File: config.mk
export PLATFORM = sky130hd
export DESIGN_NAME = draw_sequencer_flat
export DESIGN_NICKNAME = d
export VERILOG_FILES = /design/src/rtl/draw_sequencer_if.sv /design/src/rtl/draw_sequencer.sv /design/src/flat_wrapper.sv
export SDC_FILE = /design/constraint.sdc
export NUM_CORES = 1
export LEC_CHECK = 0
export BUFFER_PORTS_ARGS = -buffer_cell sky130_fd_sc_hd__buf_2
export CORE_ASPECT_RATIO = 0.9
export CORE_MARGIN = 1
export CORE_UTILIZATION = 46
export CTS_CLUSTER_DIAMETER = 60
export DETAILED_ROUTE_END_ITERATION = 10
export PLACE_DENSITY_LB_ADDON = 0.1
export SLEW_MARGIN = 20
export SYNTH_ARGS = -nofsm -noshare
export SYNTH_HDL_FRONTEND = slang
export SYNTH_SLANG_ARGS = --single-unit
File: constraint.sdc
create_clock -name clk -period 3.95 [get_ports clk]
set_input_delay 0.395 -clock clk [delete_from_list [all_inputs] [get_ports clk]]
set_output_delay 0.395 -clock clk [all_outputs]
set_load 0.05 [all_outputs]
File: src/rtl/draw_sequencer_if.sv
// rtl/draw_sequencer_if.sv - draw engine handshake and vga_adapter write port bundle
interface draw_sequencer_if #(
  parameter int NUM_CH = 4,
  parameter int XW     = 10,
  parameter int CW     = 3
);
  logic [NUM_CH-1:0]    ch_go;
  logic [NUM_CH-1:0]    ch_done;
  logic [NUM_CH-1:0]    ch_we;
  logic [NUM_CH*XW-1:0] ch_x;
  logic [NUM_CH*XW-1:0] ch_y;
  logic [NUM_CH*CW-1:0] ch_colour;
  logic [XW-1:0]        vga_x;
  logic [XW-1:0]        vga_y;
  logic [CW-1:0]        vga_colour;
  logic                 vga_we;

  modport master (
    output ch_go, vga_x, vga_y, vga_colour, vga_we,
    input  ch_done, ch_we, ch_x, ch_y, ch_colour
  );

  modport slave (
    input  ch_go, vga_x, vga_y, vga_colour, vga_we,
    output ch_done, ch_we, ch_x, ch_y, ch_colour
  );
endinterface

File: src/rtl/draw_sequencer.sv
// rtl/draw_sequencer.sv - frame scheduler running erase/logic/increment/draw passes over draw engines
module draw_sequencer #(
  parameter int             NUM_CH    = 4,
  parameter int             CHW       = 2,
  parameter int             XW        = 10,
  parameter int             CW        = 3,
  parameter int             TW        = 20,
  parameter int             LOGIC_TO  = 30,
  parameter logic [CW-1:0]  BG_COLOUR = '0
) (
  input  logic                 clk,
  input  logic                 resetn,
  input  logic                 i_frame_tick,
  input  logic                 i_erase_en,
  input  logic [NUM_CH-1:0]    i_ch_mask,
  input  logic [NUM_CH*TW-1:0] i_ch_timeout,
  draw_sequencer_if.master     bus,
  output logic                 o_logic_go,
  input  logic                 i_logic_done,
  output logic                 o_inc_enable,
  output logic                 o_busy,
  output logic                 o_pass,
  output logic [CHW-1:0]       o_active_ch,
  output logic [NUM_CH-1:0]    o_timeout_flag,
  output logic                 o_overrun
);

  // One extra index bit so "past the last channel" never aliases channel 0.
  localparam int IW = CHW + 1;

  typedef enum logic [2:0] {
    S_IDLE, S_SEL, S_GO, S_WAIT, S_LOGIC, S_LOGIC_WAIT, S_INC
  } state_t;

  state_t              r_state;
  state_t              w_next;
  logic [IW-1:0]       r_idx;
  logic                r_pass;
  logic [TW-1:0]       r_cnt;
  logic [NUM_CH-1:0]   r_tflag;
  logic                r_overrun;
  logic [XW-1:0]       r_vx;
  logic [XW-1:0]       r_vy;
  logic [CW-1:0]       r_vc;

  logic [CHW-1:0]      w_a;
  logic [XW-1:0]       w_sx;
  logic [XW-1:0]       w_sy;
  logic [CW-1:0]       w_sc;
  logic                w_swe;
  logic                w_done_a;
  logic [TW-1:0]       w_sto;
  logic                w_to_hit;
  logic                w_found;
  logic [IW-1:0]       w_sel;

  assign w_a = r_idx[CHW-1:0];

  always_comb begin
    w_sx     = '0;
    w_sy     = '0;
    w_sc     = '0;
    w_swe    = 1'b0;
    w_done_a = 1'b0;
    w_sto    = '0;
    for (int i = 0; i < NUM_CH; i++) begin
      if (w_a == CHW'(i)) begin
        w_sx     = bus.ch_x[i*XW +: XW];
        w_sy     = bus.ch_y[i*XW +: XW];
        w_sc     = bus.ch_colour[i*CW +: CW];
        w_swe    = bus.ch_we[i];
        w_done_a = bus.ch_done[i];
        w_sto    = i_ch_timeout[i*TW +: TW];
      end
    end
  end

  assign w_to_hit = (r_cnt == w_sto);

  // Lowest enabled channel at or above the current index; descending loop leaves the lowest.
  always_comb begin
    w_found = 1'b0;
    w_sel   = '0;
    for (int i = NUM_CH - 1; i >= 0; i--) begin
      if (i_ch_mask[i] && (IW'(i) >= r_idx)) begin
        w_found = 1'b1;
        w_sel   = IW'(i);
      end
    end
  end

  always_comb begin
    w_next         = r_state;
    bus.ch_go      = '0;
    o_logic_go     = 1'b0;
    o_inc_enable   = 1'b0;
    bus.vga_x      = r_vx;
    bus.vga_y      = r_vy;
    bus.vga_colour = r_vc;
    bus.vga_we     = 1'b0;
    case (r_state)
      S_IDLE: begin
        if (i_frame_tick) w_next = i_erase_en ? S_SEL : S_LOGIC;
      end
      S_SEL: begin
        if (w_found)     w_next = S_GO;
        else if (r_pass) w_next = S_IDLE;
        else             w_next = S_LOGIC;
      end
      S_GO: begin
        for (int i = 0; i < NUM_CH; i++) begin
          if (w_a == CHW'(i)) bus.ch_go[i] = 1'b1;
        end
        w_next = S_WAIT;
      end
      S_WAIT: begin
        bus.vga_x      = w_sx;
        bus.vga_y      = w_sy;
        bus.vga_colour = r_pass ? w_sc : BG_COLOUR;
        bus.vga_we     = w_swe;
        if (w_done_a || w_to_hit) w_next = S_SEL;
      end
      S_LOGIC: begin
        o_logic_go = 1'b1;
        w_next     = S_LOGIC_WAIT;
      end
      S_LOGIC_WAIT: begin
        if (i_logic_done || (r_cnt == TW'(LOGIC_TO))) w_next = S_INC;
      end
      S_INC: begin
        o_inc_enable = 1'b1;
        w_next       = S_SEL;
      end
      default: w_next = S_IDLE;
    endcase
  end

  always_ff @(posedge clk) begin
    if (!resetn) begin
      r_state   <= S_IDLE;
      r_idx     <= '0;
      r_pass    <= 1'b0;
      r_cnt     <= '0;
      r_tflag   <= '0;
      r_overrun <= 1'b0;
      r_vx      <= '0;
      r_vy      <= '0;
      r_vc      <= '0;
    end else begin
      r_state <= w_next;
      if (i_frame_tick && (r_state != S_IDLE)) r_overrun <= 1'b1;
      case (r_state)
        S_IDLE: begin
          if (i_frame_tick) begin
            r_pass <= 1'b0;
            r_idx  <= '0;
          end
        end
        S_SEL: begin
          if (w_found) r_idx <= w_sel;
        end
        S_GO, S_LOGIC: begin
          r_cnt <= '0;
        end
        S_WAIT: begin
          r_cnt <= r_cnt + TW'(1);
          r_vx  <= w_sx;
          r_vy  <= w_sy;
          r_vc  <= r_pass ? w_sc : BG_COLOUR;
          if (w_done_a || w_to_hit) r_idx <= r_idx + IW'(1);
          // A done arriving on the budget's last cycle still counts as on time.
          if (!w_done_a && w_to_hit) begin
            for (int i = 0; i < NUM_CH; i++) begin
              if (w_a == CHW'(i)) r_tflag[i] <= 1'b1;
            end
          end
        end
        S_LOGIC_WAIT: begin
          r_cnt <= r_cnt + TW'(1);
        end
        S_INC: begin
          r_pass <= 1'b1;
          r_idx  <= '0;
        end
        default: ;
      endcase
    end
  end

  assign o_busy         = (r_state != S_IDLE);
  assign o_pass         = r_pass;
  assign o_active_ch    = w_a;
  assign o_timeout_flag = r_tflag;
  assign o_overrun      = r_overrun;

endmodule

File: src/flat_wrapper.sv
// flat-port wrapper written by rule: the top's interface ports become plain ports
module draw_sequencer_flat 
#(
  parameter int             NUM_CH    = 4,
  parameter int             CHW       = 2,
  parameter int             XW        = 10,
  parameter int             CW        = 3,
  parameter int             TW        = 20,
  parameter int             LOGIC_TO  = 30,
  parameter logic [CW-1:0]  BG_COLOUR = '0
)
  (clk, resetn, i_frame_tick, i_erase_en, i_ch_mask, i_ch_timeout, o_logic_go, i_logic_done, o_inc_enable, o_busy, o_pass, o_active_ch, o_timeout_flag, o_overrun, bus_ch_go, bus_vga_x, bus_vga_y, bus_vga_colour, bus_vga_we, bus_ch_done, bus_ch_we, bus_ch_x, bus_ch_y, bus_ch_colour);
  draw_sequencer_if #(.NUM_CH(NUM_CH), .XW(XW), .CW(CW)) bus_i ();
  input  logic clk;
  input  logic resetn;
  input  logic i_frame_tick;
  input  logic i_erase_en;
  input  logic [NUM_CH-1:0] i_ch_mask;
  input  logic [NUM_CH*TW-1:0] i_ch_timeout;
  output logic o_logic_go;
  input  logic i_logic_done;
  output logic o_inc_enable;
  output logic o_busy;
  output logic o_pass;
  output logic [CHW-1:0] o_active_ch;
  output logic [NUM_CH-1:0] o_timeout_flag;
  output logic o_overrun;
  output wire logic [$bits(bus_i.ch_go)-1:0] bus_ch_go;
  output wire logic [$bits(bus_i.vga_x)-1:0] bus_vga_x;
  output wire logic [$bits(bus_i.vga_y)-1:0] bus_vga_y;
  output wire logic [$bits(bus_i.vga_colour)-1:0] bus_vga_colour;
  output wire logic [$bits(bus_i.vga_we)-1:0] bus_vga_we;
  input wire logic [$bits(bus_i.ch_done)-1:0] bus_ch_done;
  input wire logic [$bits(bus_i.ch_we)-1:0] bus_ch_we;
  input wire logic [$bits(bus_i.ch_x)-1:0] bus_ch_x;
  input wire logic [$bits(bus_i.ch_y)-1:0] bus_ch_y;
  input wire logic [$bits(bus_i.ch_colour)-1:0] bus_ch_colour;
  assign bus_ch_go = bus_i.ch_go;
  assign bus_vga_x = bus_i.vga_x;
  assign bus_vga_y = bus_i.vga_y;
  assign bus_vga_colour = bus_i.vga_colour;
  assign bus_vga_we = bus_i.vga_we;
  assign bus_i.ch_done = bus_ch_done;
  assign bus_i.ch_we = bus_ch_we;
  assign bus_i.ch_x = bus_ch_x;
  assign bus_i.ch_y = bus_ch_y;
  assign bus_i.ch_colour = bus_ch_colour;
  draw_sequencer #(.NUM_CH(NUM_CH), .CHW(CHW), .XW(XW), .CW(CW), .TW(TW), .LOGIC_TO(LOGIC_TO), .BG_COLOUR(BG_COLOUR)) u_core (.clk(clk), .resetn(resetn), .i_frame_tick(i_frame_tick), .i_erase_en(i_erase_en), .i_ch_mask(i_ch_mask), .i_ch_timeout(i_ch_timeout), .bus(bus_i), .o_logic_go(o_logic_go), .i_logic_done(i_logic_done), .o_inc_enable(o_inc_enable), .o_busy(o_busy), .o_pass(o_pass), .o_active_ch(o_active_ch), .o_timeout_flag(o_timeout_flag), .o_overrun(o_overrun));
endmodule
==> run summary, run 1 <==
Slew HR: 35.91%
Register Area: 1101 um^2
Number of synthesized register bits: 55
CORE AREA: 8728 um^2
Synth Area in Simple Gates: 30.15%
DIE WIDTH: 103.1 um
Most common library cell in the layout ignoring fill and taps: sky130_fd_sc_hd__buf_2
Startpoint type of the worst setup path: register
IO Count: 228
Final RePlAce weighted congestion: 0.9449
Endpoint type of the worst setup path: register
Worst-Skew Late Latency: 0.33 ns
Post-synthesis to final-layout area growth: 29.86%
Global-route wire length before repair: 21,710 um
Power density cells: 280.1 nW/um^2
Portion of netlist area occupied by mux cells: 6.385%
Maximum resistive drop on vdd: 0.3507 mV
Number of synthesized flops with an enable pin: 0
Smallest hold slack: 0.3963 ns
Total overflow reported by the global router: 0
Fin Clk Skew: 0.01726 ns
Global-route track usage on met1: 40.29%
Maximum number of pins on one net before global-route repair: 58
Max Fclk: 0.2854 GHz
Fill count: 842
Number of vias per cell: 5.614
Number of nets in the synthesized netlist: 792
Sequential element share of the synthesized area: 26.01%
TritonCTS buffer count: 5
Largest fanout on the critical path: 23
Final Hold Vio Count: 0
H-tree Lvls: 2
Highest-delay cell along the critical path: sky130_fd_sc_hd__nor4_2
Clock Root Buffer: sky130_fd_sc_hd__clkbuf_8
Routed length per instance: 15.65 um
Transition time at the pin with the least slew margin: 0.9578 ns
Final worst setup slack: 0.4465 ns
DP Cell Count: 902
Instance area after placement: 5375 um^2
Highest-count cells in the layout ignoring fill and taps: sky130_fd_sc_hd__buf_2, sky130_fd_sc_hd__nand2_1, sky130_fd_sc_hd__o21ai_0
Total negative setup slack: 0 ns
Antenna violations before repair: 0
Number of instances in the synthesized netlist: 597
Final worst-path cycle share: 88.70%
Non-Filler Cell Area, Final: 5497 um^2
TritonCTS clock tree: yes
Main combinational cell family by area after synthesis: simple AND/OR/NAND/NOR gates
Busiest metal layer after global routing: met2
Number of buffers inserted for hold repair after clock tree synthesis: 0
Setup Viol. Count Final: 0
Clock sink total: 55
Synthesized-area fraction occupied by ao, oa, aoi and oai cells: 27.52%
Synth Warn #: 0
Worst path cell trace: inv_1 > ha_2 > nor2b_4 > a221oi_1 > o31a_1 > nor4_1 > or4b_4 > nor4_2 > a22o_1
Overall power after layout: 1.540 mW
Unrepaired setup endpoints after global routing: false
# rows: 32
First-pass detailed-route iteration total: 5
Met3 track demand over resource: 5.531%
Total half-perimeter wirelength after legalization and detailed placement: 10,910 um
Number of nets in the layout: 985
Initial Util: 48.49%
Post-Syn Area per Cell: 7.090 um^2
Total track usage: 28.78%
Post-Layout Cell Count: 910
Depth of the critical timing path with buffers and inverters included: 9
Footprint of the multi-input gates: 2878 um^2
Number of global-route vias before repair: 4,602
Maximum cell stage delay along the critical path: 0.57 ns
Worst hold path stage count: 3
Arrival @ worst endpoint: 3.77 ns
DIE AREA: 9590 um^2
Shortest clock period the worst path allows after layout: 3.503 ns
Static leakage: 2.646 nW
Vias after detailed routing: 5,109
Detailed-route DRC error count: 0
Critical Path RT: 4.22 ns
Clock transition time at the flip-flop clock pins of the worst setup and hold paths: 0.11 ns
Cell family with the largest share of critical-path delay: simple AND/OR/NAND/NOR gates
Count of distinct cell types in the synthesized netlist: 53
Netlist Area Pre-Place: 4233 um^2
Max-slew violation count: 0
Main synth FF type: sky130_fd_sc_hd__dfxtp_1
Die boundary height: 93.01 um
Worst setup path class: reg -> reg
Number of I/O port buffers: 227
Critical path buffer and inverter count: 1
Post-route core utilization: 62.97%
Register-to-register setup slack: 0.45 ns
Final antenna diode count: 0
Count of maximum capacitance violations: 0
Share of synthesized flip-flops with an asynchronous set or reset: 0%
Count of cells along the worst register-to-register path: 9
Run status: completed
GRT met2 Usage: 45.61%
XOR/XNOR Fraction of Synth Area: 1.862%
Final WL: 14,250 um
Maximum clock path buffer count: 2
Share of post-route cells with drive strength above 1: 33.00%
Post-DRT Antenna Nets: 0
Worst hold path class: in -> reg
Detailed Route Iter0 Violations: 260
Pre-CTS setup slack: 0.2679 ns
Adder and majority gate portion of the synthesized area: 1.774%
## worst min-delay path, stage by stage
cell                      delay (ns)
sky130_fd_sc_hd__buf_2          0.13
sky130_fd_sc_hd__a21oi_1        0.07
sky130_fd_sc_hd__nor2b_1        0.10
## path summary, 6_finish.rpt
kind | end | startpoint
max | u_core.o_timeout_flag[0] | u_core.r_idx[1]
min | u_core.o_overrun | i_frame_tick
max reg2reg | u_core.o_timeout_flag[0] | u_core.r_idx[1]
min reg2reg | u_core.o_timeout_flag[3] | u_core.o_timeout_flag[3]
## flip-flops by register name (all words and copies together) (netlist names)
| name | count |
|---|---|
| u_core.o_pass | 1 |
| u_core.r_cnt | 20 |
| u_core.r_vx | 10 |
| u_core.o_timeout_flag | 4 |
| u_core.r_idx | 3 |
| u_core.r_state | 3 |
| u_core.o_overrun | 1 |
| u_core.r_vc | 3 |
| u_core.r_vy | 10 |
## cell usage after synthesis, types with 2 or more instances
cell type	number	area [um^2]
sky130_fd_sc_hd__a21boi_0	6	45.04
sky130_fd_sc_hd__a21oi_1	34	170.2
sky130_fd_sc_hd__a221oi_1	14	122.6
sky130_fd_sc_hd__a221oi_2	7	105.1
sky130_fd_sc_hd__a22o_1	4	35.03
sky130_fd_sc_hd__a22oi_1	7	52.55
sky130_fd_sc_hd__a31oi_1	3	18.77
sky130_fd_sc_hd__and2_1	36	225.2
sky130_fd_sc_hd__and3_1	2	12.51
sky130_fd_sc_hd__buf_1	10	37.54
sky130_fd_sc_hd__buf_2	6	30.03
sky130_fd_sc_hd__buf_4	3	22.52
sky130_fd_sc_hd__buf_6	2	22.52
sky130_fd_sc_hd__clkbuf_1	30	112.6
sky130_fd_sc_hd__dfxtp_1	55	1101
sky130_fd_sc_hd__ha_1	6	75.07
sky130_fd_sc_hd__inv_1	10	37.54
sky130_fd_sc_hd__mux2i_1	27	270.3
sky130_fd_sc_hd__nand2_1	93	349.1
sky130_fd_sc_hd__nand2b_1	4	25.02
sky130_fd_sc_hd__nand3_1	9	45.04
sky130_fd_sc_hd__nand4_1	17	106.4
sky130_fd_sc_hd__nor2_1	50	187.7
sky130_fd_sc_hd__nor2b_1	7	43.79
sky130_fd_sc_hd__nor3_1	8	40.04
sky130_fd_sc_hd__nor3b_1	2	15.01
sky130_fd_sc_hd__nor4_1	5	31.28
sky130_fd_sc_hd__o211ai_1	4	30.03
sky130_fd_sc_hd__o21ai_0	63	315.3
sky130_fd_sc_hd__o21bai_1	2	15.01
sky130_fd_sc_hd__o22ai_1	20	125.1
sky130_fd_sc_hd__o31a_1	3	26.28
sky130_fd_sc_hd__o31ai_1	3	22.52
sky130_fd_sc_hd__or3_1	19	118.9
sky130_fd_sc_hd__xnor2_1	6	52.55
sky130_fd_sc_hd__xor2_1	3	26.28
## per-layer routing
| layer | routed length (um) | vias to the layer above |
|---|---|---|
| met5 | 0 | - |
| met4 | 199 | 0 |
| met3 | 1203 | 26 |
| met2 | 6300 | 223 |
| met1 | 6542 | 2330 |
| li1 | - | 2530 |
## where the power goes
part           switching [mW]  total, mW  internal [mW]
logic                   0.325      0.546          0.221
registers              0.0305      0.601          0.570
clock network           0.200      0.393          0.193
total                   0.556       1.54          0.984
## kinds of logic after synthesis
group                    count (synthesis)
AO/OA/AOI/OAI                          178
XOR/XNOR                                 9
adder cells (fa/ha/maj)                  6
buffers and inverters                   62
flip-flops                              55
multiplexers                            27
AND/OR/NAND/NOR                        260
## cell type report
type | instances | share of cell area [%]
Timing Repair Buffer | 237 | 22.04
Clock inverter | 3 | 0.8650
Tap cell | 119 | 2.709
Sequential cell | 55 | 20.03
Multi-Input combinational cell | 480 | 52.36
Inverter | 11 | 0.7512
Clock buffer | 5 | 1.252
## what timing repair did
item | in CTS | in global routing
setup endpoints to repair | 0 | 2
resized for setup | 0 | 1
hold endpoints to repair | 0 | 0
setup buffers | 0 | 0
No activity file was read; power rests on OpenSTA's default activity.
==> inputs of run 2 (changes only) <==
BUFFER_PORTS_ARGS = -buffer_cell sky130_fd_sc_hd__clkbuf_2   (was -buffer_cell sky130_fd_sc_hd__buf_2)
CTS_CLUSTER_DIAMETER = default   (was 60)
==> run 2 against run 1 <==
Net effect: fmax down 2.2%; critical path depth is 1 higher; sequential power about the same; largest power group unchanged; highest routed layer unchanged.
==> run summary, run 2 (synthesized netlist as in run 1, its figures left out) <==
# rows: 32 (unchanged)
Total track usage: 28.47% (-0.32 points)
Number of nets in the layout: 985 (unchanged)
Number of global-route vias before repair: 4,444 (-3.4%)
Highest-count cells in the layout ignoring fill and taps: sky130_fd_sc_hd__clkbuf_2, sky130_fd_sc_hd__nand2_1, sky130_fd_sc_hd__o21ai_0
Power density cells: 267.1 nW/um^2 (-4.6%)
Final WL: 14,140 um (-0.73%)
Vias after detailed routing: 5,117 (+0.16%)
Run status: completed
Startpoint type of the worst setup path: register
Largest register FFs: 20 (unchanged)
Worst hold path stage count: 3 (unchanged)
Routed length per instance: 15.56 um (-0.62%)
Post-DRT Antenna Nets: 0 (unchanged)
Post-route core utilization: 62.56% (-0.42 points)
Count of maximum capacitance violations: 0 (unchanged)
Met2 wire length: 6367 um (+1.1%)
IO Count: 228 (unchanged)
Critical Path RT: 4.21 ns (about the same)
Total negative setup slack: 0 ns (unchanged)
Shortest clock period the worst path allows after layout: 3.583 ns (+0.07924 ns)
Number of vias per cell: 5.629 (+0.27%)
Clock sink total: 55 (unchanged)
H-tree Lvls: 2 (unchanged)
Number of resized instances in the post-cts repair step: 0 (unchanged)
Static leakage: 2.626 nW (-0.76%)
Maximum clock path buffer count: 2 (unchanged)
Register-to-register setup slack: 0.37 ns (-0.08 ns)
Largest registers: u_core.r_cnt (20), u_core.r_vx (10), u_core.r_vy (10)
Reg-to-reg endpoint: u_core.o_timeout_flag[0]
Clock Root Buffer: sky130_fd_sc_hd__clkbuf_8
Count of cells along the worst register-to-register path: 10 (+1)
DP Cell Count: 902 (unchanged)
Slew HR: 36.09% (+0.18 points)
Post-CTS Repair Setup Buffers: 0 (unchanged)
Total half-perimeter wirelength after legalization and detailed placement: 11,090 um (+1.7%)
Initial Util: 48.49% (unchanged)
Transition time at the pin with the least slew margin: 0.9586 ns (+0.0008494 ns)
Detailed Route Iter0 Violations: 301 (+16%)
Worst-Skew Late Latency: 0.31 ns (-0.02 ns)
Hold Crit Start: i_erase_en
Worst hold path class: in -> reg
Most common library cell in the layout ignoring fill and taps: sky130_fd_sc_hd__clkbuf_2
DIE WIDTH: 103.1 um (unchanged)
TritonCTS clock tree: yes
Endpoint type of the worst setup path: register
Global-route wire length before repair: 21,430 um (-1.3%)
Max Fclk: 0.2791 GHz (-2.2%)
Detailed-route DRC error count: 0 (unchanged)
Fin Clk Skew: 0.01340 ns (-0.003861 ns)
Total overflow reported by the global router: 0 (unchanged)
Post-Layout Cell Count: 909 (-0.11%)
Final worst-path cycle share: 90.70% (+2.0 points)
Number of I/O port buffers: 227 (unchanged)
Share of post-route cells with drive strength above 1: 32.91% (-0.085 points)
Largest fanout on the critical path: 13 (-43%)
Clock transition time at the flip-flop clock pins of the worst setup and hold paths: 0.11 ns (about the same)
Max-slew violation count: 0 (unchanged)
First-pass detailed-route iteration total: 5 (unchanged)
Antenna violations before repair: 0 (unchanged)
Unrepaired setup endpoints after global routing: false
Startpoint of the worst register-to-register path: u_core.r_idx[1]
TritonCTS buffer count: 5 (unchanged)
Routed wl met3: 1247 um (+3.7%)
Hold EP: u_core.r_state[0]
Uppermost routed layer: met4
Maximum number of pins on one net before global-route repair: 68 (+17%)
Die boundary height: 93.01 um (unchanged)
DIE AREA: 9590 um^2 (unchanged)
Largest reg by FF count: u_core.r_cnt
Worst setup path class: reg -> reg
Fill count: 854 (+1.4%)
Maximum resistive drop on vdd: 0.3651 mV (+4.1%)
Arrival @ worst endpoint: 3.84 ns (+0.07 ns)
Met1 routed wirelength after detailed routing: 6338 um (-3.1%)
Setup Viol. Count Final: 0 (unchanged)
Final RePlAce weighted congestion: 0.9448 (about the same)
Final Hold Vio Count: 0 (unchanged)
Final antenna diode count: 0 (unchanged)
Post-synthesis to final-layout area growth: 29.00%
CORE AREA: 8728 um^2 (unchanged)
Number of buffers inserted for hold repair after clock tree synthesis: 0 (unchanged)
## run 2: cell types whose count changed in the layout (fill, tap and decap cells not counted), sizes merged
cell | previous run | this run
buf | 237 | 10
bufinv | 1 | 0
clkbuf | 5 | 232
clkinv | 1 | 0
clkinvlp | 0 | 1
## run 2: metal layers
| metal | vias up | GRT usage (%) |
|---|---|---|
| li1 | 2530 | - |
| met1 | 2337 | 40.35 |
| met2 | 229 | 44.83 |
| met3 | 21 | 4.858 |
| met4 | 0 | 6.455 |
| met5 | - | 0 |
## run 2: layout make-up
cell class	instances	area (um^2)	share of cell area, %
multi-input combinational	480	2873	52.61
timing repair buffer	237	1211	22.18
sequential	55	1101	20.17
tap	119	148.9	2.727
clock buffer	5	68.82	1.260
inverter	11	41.29	0.7562
clock inverter	2	16.27	0.2979
## run 2: worst max-delay path by stage
stage | from | cells after the start | to
after global placement | u_core.r_idx[1] | 9 | u_core.o_timeout_flag[0]
after detailed placement | u_core.r_idx[0] | 10 | u_core.o_timeout_flag[1]
after CTS | u_core.r_idx[0] | 10 | u_core.o_timeout_flag[0]
after floorplan | u_core.r_idx[1] | 9 | bus_vga_colour[1]
final | u_core.r_idx[1] | 10 | u_core.o_timeout_flag[0]
after global routing | u_core.r_idx[0] | 10 | u_core.o_timeout_flag[0]
## run 2: stage by stage
stage	power [mW]	cell area [um^2]	worst slack (ns)	hold WS [ns]
after global placement	1.144	5375	0.6379	0.4750
after floorplan	0.9729	4233	0.5060	0.4719
final	1.458	5460	0.3673	0.4060
after CTS	1.466	5460	0.4144	0.3997
after detailed placement	1.156	5375	0.4435	0.4703
after global routing	1.549	5460	0.1317	0.4191
## run 2: report_power, final
group | total (mW) | leakage [nW] | internal (mW) | switching, mW
clock | 0.312 | 0.0406 | 0.124 | 0.188
sequential | 0.601 | 0.444 | 0.570 | 0.0304
combinational | 0.545 | 2.14 | 0.219 | 0.326
total | 1.46 | 2.63 | 0.914 | 0.545
## run 2: critical path, cell delays in order (launching register included)
cell	delay, ns
sky130_fd_sc_hd__dfxtp_1	0.47
sky130_fd_sc_hd__inv_1	0.14
sky130_fd_sc_hd__ha_2	0.20
sky130_fd_sc_hd__nor2b_2	0.58
sky130_fd_sc_hd__buf_4	0.29
sky130_fd_sc_hd__a221oi_1	0.10
sky130_fd_sc_hd__o21ai_0	0.24
sky130_fd_sc_hd__nand4_1	0.12
sky130_fd_sc_hd__or4_4	0.55
sky130_fd_sc_hd__nor4_2	0.60
sky130_fd_sc_hd__a22o_1	0.22
==> inputs of run 3 (changes only) <==
--- a/constraint.sdc
+++ b/constraint.sdc
@@ -3,2 +3,2 @@
 set_output_delay 0.395 -clock clk [all_outputs]
-set_load 0.05 [all_outputs]
+set_load 0.1 [all_outputs]
==> run 3 against run 2 <==
Net effect: critical path depth down 1; sequential share of layout area down 0.083 points; die area unchanged; fmax about the same; clock skew down 0.0019 ns; highest routed layer unchanged; non-clock buffer count unchanged; largest cell class unchanged; final area up 0.41%.
==> run summary, run 3 (synthesized netlist as in run 1, its figures left out) <==
Run status: completed
Total half-perimeter wirelength after legalization and detailed placement: 10,710 um (-3.4%)
Highest-delay cell along the critical path: sky130_fd_sc_hd__nor4_2
Number of resized instances in the post-cts repair step: 0 (unchanged)
IO Count: 228 (unchanged)
TritonCTS clock tree: yes
Transition time at the pin with the least slew margin: 0.9724 ns (+0.01377 ns)
Final Hold Vio Count: 0 (unchanged)
Number of vias per cell: 5.519 (-2.0%)
Final WL: 13,670 um (-3.3%)
Slew HR: 34.93% (-1.2 points)
Worst hold path stage count: 3 (unchanged)
Largest register FFs: 20 (unchanged)
Post-DRT Antenna Nets: 0 (unchanged)
Maximum clock path buffer count: 2 (unchanged)
Detailed Route Iter0 Violations: 275 (-8.6%)
Clock sink total: 55 (unchanged)
Setup Viol. Count Final: 0 (unchanged)
Fin Clk Skew: 0.01154 ns (-0.001858 ns)
Routed length per instance: 15.02 um (-3.5%)
Post-route core utilization: 62.82% (+0.26 points)
H-tree Lvls: 2 (unchanged)
Post-synthesis to final-layout area growth: 29.53%
Register-to-register setup slack: 0.37 ns (about the same)
Hold EP: u_core.o_overrun
Initial Util: 48.49% (unchanged)
Arrival @ worst endpoint: 3.85 ns (about the same)
Largest fanout on the critical path: 67 (+54)
Total track usage: 27.45% (-1.0 points)
Largest reg by FF count: u_core.r_cnt
Reg-to-reg endpoint: u_core.o_timeout_flag[2]
Maximum cell stage delay along the critical path: 0.59 ns (about the same)
Worst-Skew Late Latency: 0.31 ns (about the same)
Overall power after layout: 1.573 mW (+7.8%)
DIE AREA: 9590 um^2 (unchanged)
Count of maximum capacitance violations: 0 (unchanged)
Power density cells: 286.8 nW/um^2 (+7.4%)
Fill count: 868 (+1.6%)
Highest-count cells in the layout ignoring fill and taps: sky130_fd_sc_hd__clkbuf_2, sky130_fd_sc_hd__nand2_1, sky130_fd_sc_hd__dfxtp_1
CORE AREA: 8728 um^2 (unchanged)
Final worst-path cycle share: 90.75% (about the same)
Global-route wire length before repair: 20,800 um (-3.0%)
Detailed-route DRC error count: 0 (unchanged)
Most common library cell in the layout ignoring fill and taps: sky130_fd_sc_hd__clkbuf_2
DIE WIDTH: 103.1 um (unchanged)
Number of nets in the layout: 985 (unchanged)
Antenna violations before repair: 0 (unchanged)
Post-Layout Cell Count: 910 (+0.11%)
Maximum number of pins on one net before global-route repair: 68 (unchanged)
Share of post-route cells with drive strength above 1: 33.12% (+0.21 points)
Die boundary height: 93.01 um (unchanged)
Smallest hold slack: 0.4118 ns (+0.005790 ns)
Final antenna diode count: 0 (unchanged)
Vias after detailed routing: 5,022 (-1.9%)
Critical path launch point: u_core.r_idx[1]
Max-slew violation count: 0 (unchanged)
Number of global-route vias before repair: 4,401 (-0.97%)
Critical Path RT: 4.21 ns (about the same)
Static leakage: 2.639 nW (+0.50%)
Shortest clock period the worst path allows after layout: 3.584 ns (+0.001777 ns)
# rows: 32 (unchanged)
Total overflow reported by the global router: 0 (unchanged)
Worst hold path class: in -> reg
Hold Crit Start: i_frame_tick
Post-CTS Repair Setup Buffers: 0 (unchanged)
Max Fclk: 0.2790 GHz (about the same)
Startpoint type of the worst setup path: register
Startpoint of the worst register-to-register path: u_core.r_idx[1]
Worst setup path class: reg -> reg
Endpoint type of the worst setup path: register
Number of I/O port buffers: 227 (unchanged)
Number of buffers inserted for hold repair after clock tree synthesis: 0 (unchanged)
Count of cells along the worst register-to-register path: 9 (-1)
DP Cell Count: 902 (unchanged)
Total negative setup slack: 0 ns (unchanged)
Unrepaired setup endpoints after global routing: false
First-pass detailed-route iteration total: 5 (unchanged)
Clock Root Buffer: sky130_fd_sc_hd__clkbuf_8
Final RePlAce weighted congestion: 0.9467 (+0.20%)
Worst path cell trace: inv_1 > ha_2 > buf_4 > a221oi_1 > o31a_1 > nor4_1 > or4b_4 > nor4_2 > a22o_1
Maximum resistive drop on vdd: 0.2991 mV (-18%)
Largest registers: u_core.r_cnt (20), u_core.r_vx (10), u_core.r_vy (10)
TritonCTS buffer count: 5 (unchanged)
Clock transition time at the flip-flop clock pins of the worst setup and hold paths: 0.10 ns (about the same)
-- run 3: cell types whose count changed in the layout (fill, tap and decap cells not counted) --
cell	delta
sky130_fd_sc_hd__nor3b_1	-1
sky130_fd_sc_hd__o21ai_0	-23
sky130_fd_sc_hd__clkinvlp_4	-1
sky130_fd_sc_hd__clkbuf_8	+1
sky130_fd_sc_hd__o21ai_1	+23
sky130_fd_sc_hd__inv_8	+1
sky130_fd_sc_hd__inv_6	-1
sky130_fd_sc_hd__clkinv_4	+1
sky130_fd_sc_hd__nor3b_2	+1
-- run 3: layout make-up --
type	count	area [um^2]	area share [%]
clock buffers	6	82.58	1.506
clock inverters	2	20.02	0.3651
inverters	11	41.29	0.7531
multi-input cells	480	2878	52.49
flip-flops and latches	55	1101	20.08
well taps	119	148.9	2.716
repair buffers	237	1211	22.09
-- run 3: stage by stage --
stage	setup WS, ns	area [um^2]
after floorplan	0.1715	4238
after global placement	0.6747	5380
after detailed placement	0.5108	5380
after CTS	0.4342	5483
after global routing	0.2285	5483
final	0.3655	5483
-- run 3: critical path, delay by kind of cell (launching register included) --
family,cells,cell delay [ns]
and+or+nand+nor,3,1.41
AOI/OAI and AO/OA,3,0.77
buffers and inverters,2,0.69
DFF,1,0.39
adders and majority gates,1,0.21
-- run 3: power by group --
group	internal, mW	total, mW	switching (mW)
sequential	0.570	0.600	0.0303
combinational	0.221	0.632	0.412
clock	0.148	0.340	0.192
total	0.939	1.57	0.634
-- run 3: worst max path at each step --
stage / endpoint / depth (start not counted)
final: u_core.o_timeout_flag[2] / 9
after detailed placement: u_core.o_timeout_flag[2] / 9
after global placement: u_core.o_timeout_flag[3] / 10
after CTS: u_core.o_timeout_flag[2] / 9
after global routing: u_core.o_timeout_flag[1] / 10
after floorplan: bus_ch_go[3] / 6
-- run 3: metal layers --
metal | global-route usage (%) | wire length, um
met1 | 37.11 | 6198
met2 | 45.22 | 6231
met3 | 5.007 | 1084
met4 | 6.103 | 155
met5 | 0 | 0
